### config.mk
export PLATFORM = sky130hd
export DESIGN_NAME = rf_done_aggregator
export DESIGN_NICKNAME = d
export VERILOG_FILES = /design/src/rtl/rf_done_aggregator.sv
export SDC_FILE = /design/constraint.sdc
export NUM_CORES = 1
export LEC_CHECK = 0
export ABC_AREA = 1
export ABC_CLOCK_PERIOD_IN_PS = 5500
export BUFFER_PORTS_ARGS = -buffer_cell sky130_fd_sc_hd__buf_2
export CAP_MARGIN = 40
export CORE_ASPECT_RATIO = 1.75
export CORE_MARGIN = 4
export CORE_UTILIZATION = 59
export CTS_CLUSTER_SIZE = 10
export DETAILED_ROUTE_END_ITERATION = 7
export GPL_TIMING_DRIVEN = 0
export PLACE_DENSITY = 0.95
export SKIP_LAST_GASP = 1
export SLEW_MARGIN = 20
export SYNTH_ARGS = -nofsm -noshare
export SYNTH_HDL_FRONTEND = slang
export SYNTH_SLANG_ARGS = --single-unit
### constraint.sdc
create_clock -name clk -period 5.5 [get_ports clk]
set_input_delay 0.275 -clock clk [delete_from_list [all_inputs] [get_ports clk]]
set_output_delay 0.275 -clock clk [all_outputs]
set_load 0.05 [all_outputs]
### src/rtl/rf_done_aggregator.sv
`default_nettype none
// ============================================================================
// Module      : rf_done_aggregator
// Description : Waits for every masked completion channel, with optional
//               timeout. Define RF_DONE_AGG_STICKY_EN for sticky ch_done capture.
// Revision    : 1.0 - initial release
// ============================================================================
module rf_done_aggregator #(
    parameter int NUM_CH    = 11,
    parameter int TIMEOUT_W = 20,
    parameter int POLL_DIV  = 1
) (
    input  logic                 clk,
    input  logic                 rst,
    input  logic                 start,
    input  logic [NUM_CH-1:0]    ch_mask,
    input  logic [NUM_CH-1:0]    ch_done,
    input  logic [TIMEOUT_W-1:0] timeout_cycles,
    output logic                 busy,
    output logic                 done,
    output logic                 timed_out,
    output logic                 pass,
    output logic [NUM_CH-1:0]    ch_status,
    output logic [TIMEOUT_W-1:0] elapsed
);

    localparam logic [1:0] c_st_idle   = 2'd0;
    localparam logic [1:0] c_st_wait   = 2'd1;
    localparam logic [1:0] c_st_fin_ok = 2'd2;
    localparam logic [1:0] c_st_fin_to = 2'd3;
    localparam logic [7:0] c_poll_last = 8'(POLL_DIV - 1);

    logic [1:0]           r_state;
    logic [NUM_CH-1:0]    r_mask;
    logic [TIMEOUT_W-1:0] r_timeout;
    logic [7:0]           r_poll;
    logic [NUM_CH-1:0]    w_complete;
    logic                 w_eval;
    logic                 w_all_done;
    logic                 w_expire;
    logic [TIMEOUT_W:0]   w_elapsed_nxt;

`ifdef RF_DONE_AGG_STICKY_EN
    logic [NUM_CH-1:0] r_acc;

    always_ff @(posedge clk) begin
        if (rst) begin
            r_acc <= '0;
        end else if (r_state == c_st_idle && start) begin
            r_acc <= '0;
        end else if (r_state == c_st_wait) begin
            r_acc <= r_acc | ch_done;
        end
    end

    // Include the live flags so a channel finishing this cycle already counts.
    assign w_complete = r_acc | ch_done;
`else
    assign w_complete = ch_done;
`endif

    assign w_eval        = (r_poll == c_poll_last);
    assign w_all_done    = w_eval && ((w_complete & r_mask) == r_mask);
    assign w_elapsed_nxt = {1'b0, elapsed} + {{TIMEOUT_W{1'b0}}, 1'b1};
    assign w_expire      = (r_timeout != '0) && (w_elapsed_nxt >= {1'b0, r_timeout});

    always_ff @(posedge clk) begin
        if (rst) begin
            r_state   <= c_st_idle;
            r_mask    <= '0;
            r_timeout <= '0;
            r_poll    <= '0;
            busy      <= 1'b0;
            done      <= 1'b0;
            timed_out <= 1'b0;
            pass      <= 1'b0;
            ch_status <= '0;
            elapsed   <= '0;
        end else begin
            done      <= 1'b0;
            timed_out <= 1'b0;
            case (r_state)
                c_st_idle: begin
                    if (start) begin
                        r_mask    <= ch_mask;
                        r_timeout <= timeout_cycles;
                        r_poll    <= '0;
                        elapsed   <= '0;
                        pass      <= 1'b0;
                        ch_status <= '0;
                        busy      <= 1'b1;
                        r_state   <= c_st_wait;
                    end
                end
                c_st_wait: begin
                    if (!(&elapsed)) begin
                        elapsed <= w_elapsed_nxt[TIMEOUT_W-1:0];
                    end
                    r_poll <= w_eval ? 8'd0 : r_poll + 8'd1;
                    // Completion takes priority over a simultaneous expiry.
                    if (w_all_done) begin
                        busy      <= 1'b0;
                        done      <= 1'b1;
                        pass      <= 1'b1;
                        ch_status <= w_complete;
                        r_state   <= c_st_fin_ok;
                    end else if (w_expire) begin
                        busy      <= 1'b0;
                        timed_out <= 1'b1;
                        ch_status <= w_complete;
                        r_state   <= c_st_fin_to;
                    end
                end
                c_st_fin_ok,
                c_st_fin_to: begin
                    r_state <= c_st_idle;
                end
                default: begin
                    busy    <= 1'b0;
                    r_state <= c_st_idle;
                end
            endcase
        end
    end

endmodule
`default_nettype wire

==> flow_summary.ini <==
[synth]
synth_top_area_share_pct = 39.6
synth_area_leaders = dfxtp_1, nand2_1, a21oi_1, ha_1, inv_1
synth_ff_type = dfxtp_1
syn_area_um2 = 3840
synthDistinctLibCells = 30
syn_avg_cell_area_um2 = 7.26
syn_inst = 529
synth_top_cell_by_area = dfxtp_1
ys_warn_count = 0
ys_seq_area_share_pct = 39.6
synthArstFlopShare_pct = 0
synth_edf_count = 0
synthesis.nets = 597
ys_ff_latch = 76

[pwr]
p_per_area_nw_per_um2 = 289
p_leak_nw = 2.16
ir_worst_vdd_mv = 0.251

[floorplan]
fp.dieW_um = 69.0
coreArea_um2 = 6280
rows = 38
dieArea_um2 = 7910
ios = 80
die_h_um = 115
start_util_pct = 61.2

[timing]
finalSetupViolations = 0
max-slew-margin-rel_pct = 58.9
fmax_mhz = 294
worst_pin_slew_ns = 0.614
drv_slew = 0
min_period_over_period_pct = 61.8
fin_crit_ns = 3.40
rsz0062_at_grt = false
fin_skew_ns = 0.00920
final-hold-violation-count = 0
setup_tns_ns = 0

[job]
max-cap-violations = 0

[worst_hold_path]
hp-class = in2reg

[worst_setup_path]
critical-path-max-stage-delay_ns = 0.50
worstSetupStartpointType = flop
cp_top_family = simple AND/OR/NAND/NOR gates
worstPathMaxFanout = 10
crit_arrival_ns = 3.69
critPathKind = reg2reg
worst_setup_path_end_kind = flop
critical_path_required_ns = 5.79
cp_slowest_cell = dfxtp_1
cp_cell_sequence = ha_1 -> nand3_2 -> nor3_4 -> nand3_2 -> nor2_4 -> nand2_1 -> nor2_2 -> xor2_1 -> ha_1 -> a21oi_1 -> o21ai_0 -> a21oi_1 -> nand2_1 -> nand2_1 -> nand2_1 -> nand2_2 -> nand2_4 -> nand2_2 -> buf_6 -> nand2_1 -> a21oi_1
crit_top_cell = nand2_1
path_buf_inv = 1

[clocking]
cts.sink_count = 76
cts_hold_buf = 0
clkTransAtPathRegs_ns = 0.08
cts-resized-gates = 0
post_cts_buffers = 0
root_buffer = clkbuf_8
cts_max_level = 3
cts_buffers = 9
cts_buffer_depth = 2
cts_tree = done
worstSkewPairLatency_ns = 0.36

[layout]
layout_common_cells = nand2_1, buf_2, dfxtp_1
syn_to_final_growth_pct = 17.6
fin_area_um2 = 4510
antennaDiodeCount = 0
fill_cells = 501
fin_util_pct = 71.9
drive_above_1_share_pct = 17.7
fin_nets = 686
layout.cells.most_common = nand2_1

[global_route]
gr-total-overflow = 0
grt_start_max_net_pins = 13
grt_pass1_vias = 3846
antenna_found_initial = 0
grt_usage_pct = 28.5
grt_pass1_wl_mm = 16.9

[route]
drc = 0
ant_nets = 0
drt_first_pass_iters = 7
vias = 3916
wl_per_cell_um = 14.8
via_per_inst = 5.57
wl_mm = 10.4
first_iter_violations = 246

[status]
status = completed

[placement]
hpwlAfterDp_mm = 7.92
place_congestion = 0.897
placedInstanceArea_um2 = 4330
port_buffers = 78
[cell type report]
cell class,count,area [um^2],share of cell area (%)
Buffer,18,82.6,1.83
Clock buffer,11,131,2.91
Clock inverter,5,52.6,1.16
Inverter,73,274,6.07
Multi-Input combinational cell,362,1960,43.5
Sequential cell,76,1520,33.7
Tap cell,80,100,2.22
Timing Repair Buffer,78,390,8.65
[flip-flops by register name (all words and copies together), names as in the netlist]
signal / count
timed_out: 1
pass: 1
r_mask: 11
ch_status: 11
elapsed: 20
r_poll: 8
done: 1
r_timeout: 20
r_state: 2
busy: 1
[report_power, final]
| part | internal (mW) | total (mW) | switching (mW) |
|---|---|---|---|
| registers | 0.589 | 0.609 | 0.0204 |
| clock network | 0.208 | 0.417 | 0.209 |
| logic | 0.0855 | 0.281 | 0.195 |
| total | 0.882 | 1.31 | 0.425 |
[path summary, 6_finish.rpt]
| kind | start | endpoint | cells after the start | slack, ns |
|---|---|---|---|---|
| worst max-delay path | elapsed[0] | ch_status[8] | 21 | 2.10 |
| worst min-delay path | ch_done[5] | ch_status[5] | 3 | 0.12 |
| worst max register to register | elapsed[0] | ch_status[8] | 21 | 2.10 |
| worst min register to register | r_mask[3] | r_mask[3] | 2 | 0.45 |
[cell usage after synthesis (4+ instances only)]
cell and n:
a21oi_1 69, clkbuf_1 16, dfxtp_1 76, ha_1 23, inv_1 72, nand2_1 123, nand3_1 22, nand4_1 4
nor2_1 30, nor3_1 6, nor4_1 4, o21ai_0 38, o22ai_1 4, xnor2_1 4, xor2_1 13
[cells by family after synthesis]
| kind of cell | Yosys count | share of synthesized area, % |
|---|---|---|
| simple gates | 205 | 23.9 |
| xor+xnor | 17 | 3.88 |
| compound gates | 117 | 15.9 |
| fa+ha+maj | 23 | 7.49 |
| flops | 76 | 39.6 |
| buf+inv | 91 | 9.29 |
[routing by layer]
metal  wire length (um)  vias up  global-route usage, %
met5                  0        -                      0
met4                639        0                   18.4
met3                563       56                   6.68
met2               5560      168                   50.4
met1               3620     1792                   28.4
li1                   -     1900                      -
[metrics by stage]
step	hold WS, ns	worst slack, ns	total power [mW]	instances
after detailed placement	0.442	2.18	0.894	687
after global placement	0.435	2.28	0.882	687
after CTS	0.111	2.15	1.30	703
after floorplan	0.378	2.25	0.813	529
final	0.118	2.10	1.31	703
after global routing	0.119	1.83	1.37	703
[tightest hold or removal path, cell delays in order]
cell and delay, ns:
buf_2 0.09, nand2_1 0.05, nand2_1 0.04
Power figures use the tool's default switching activity.
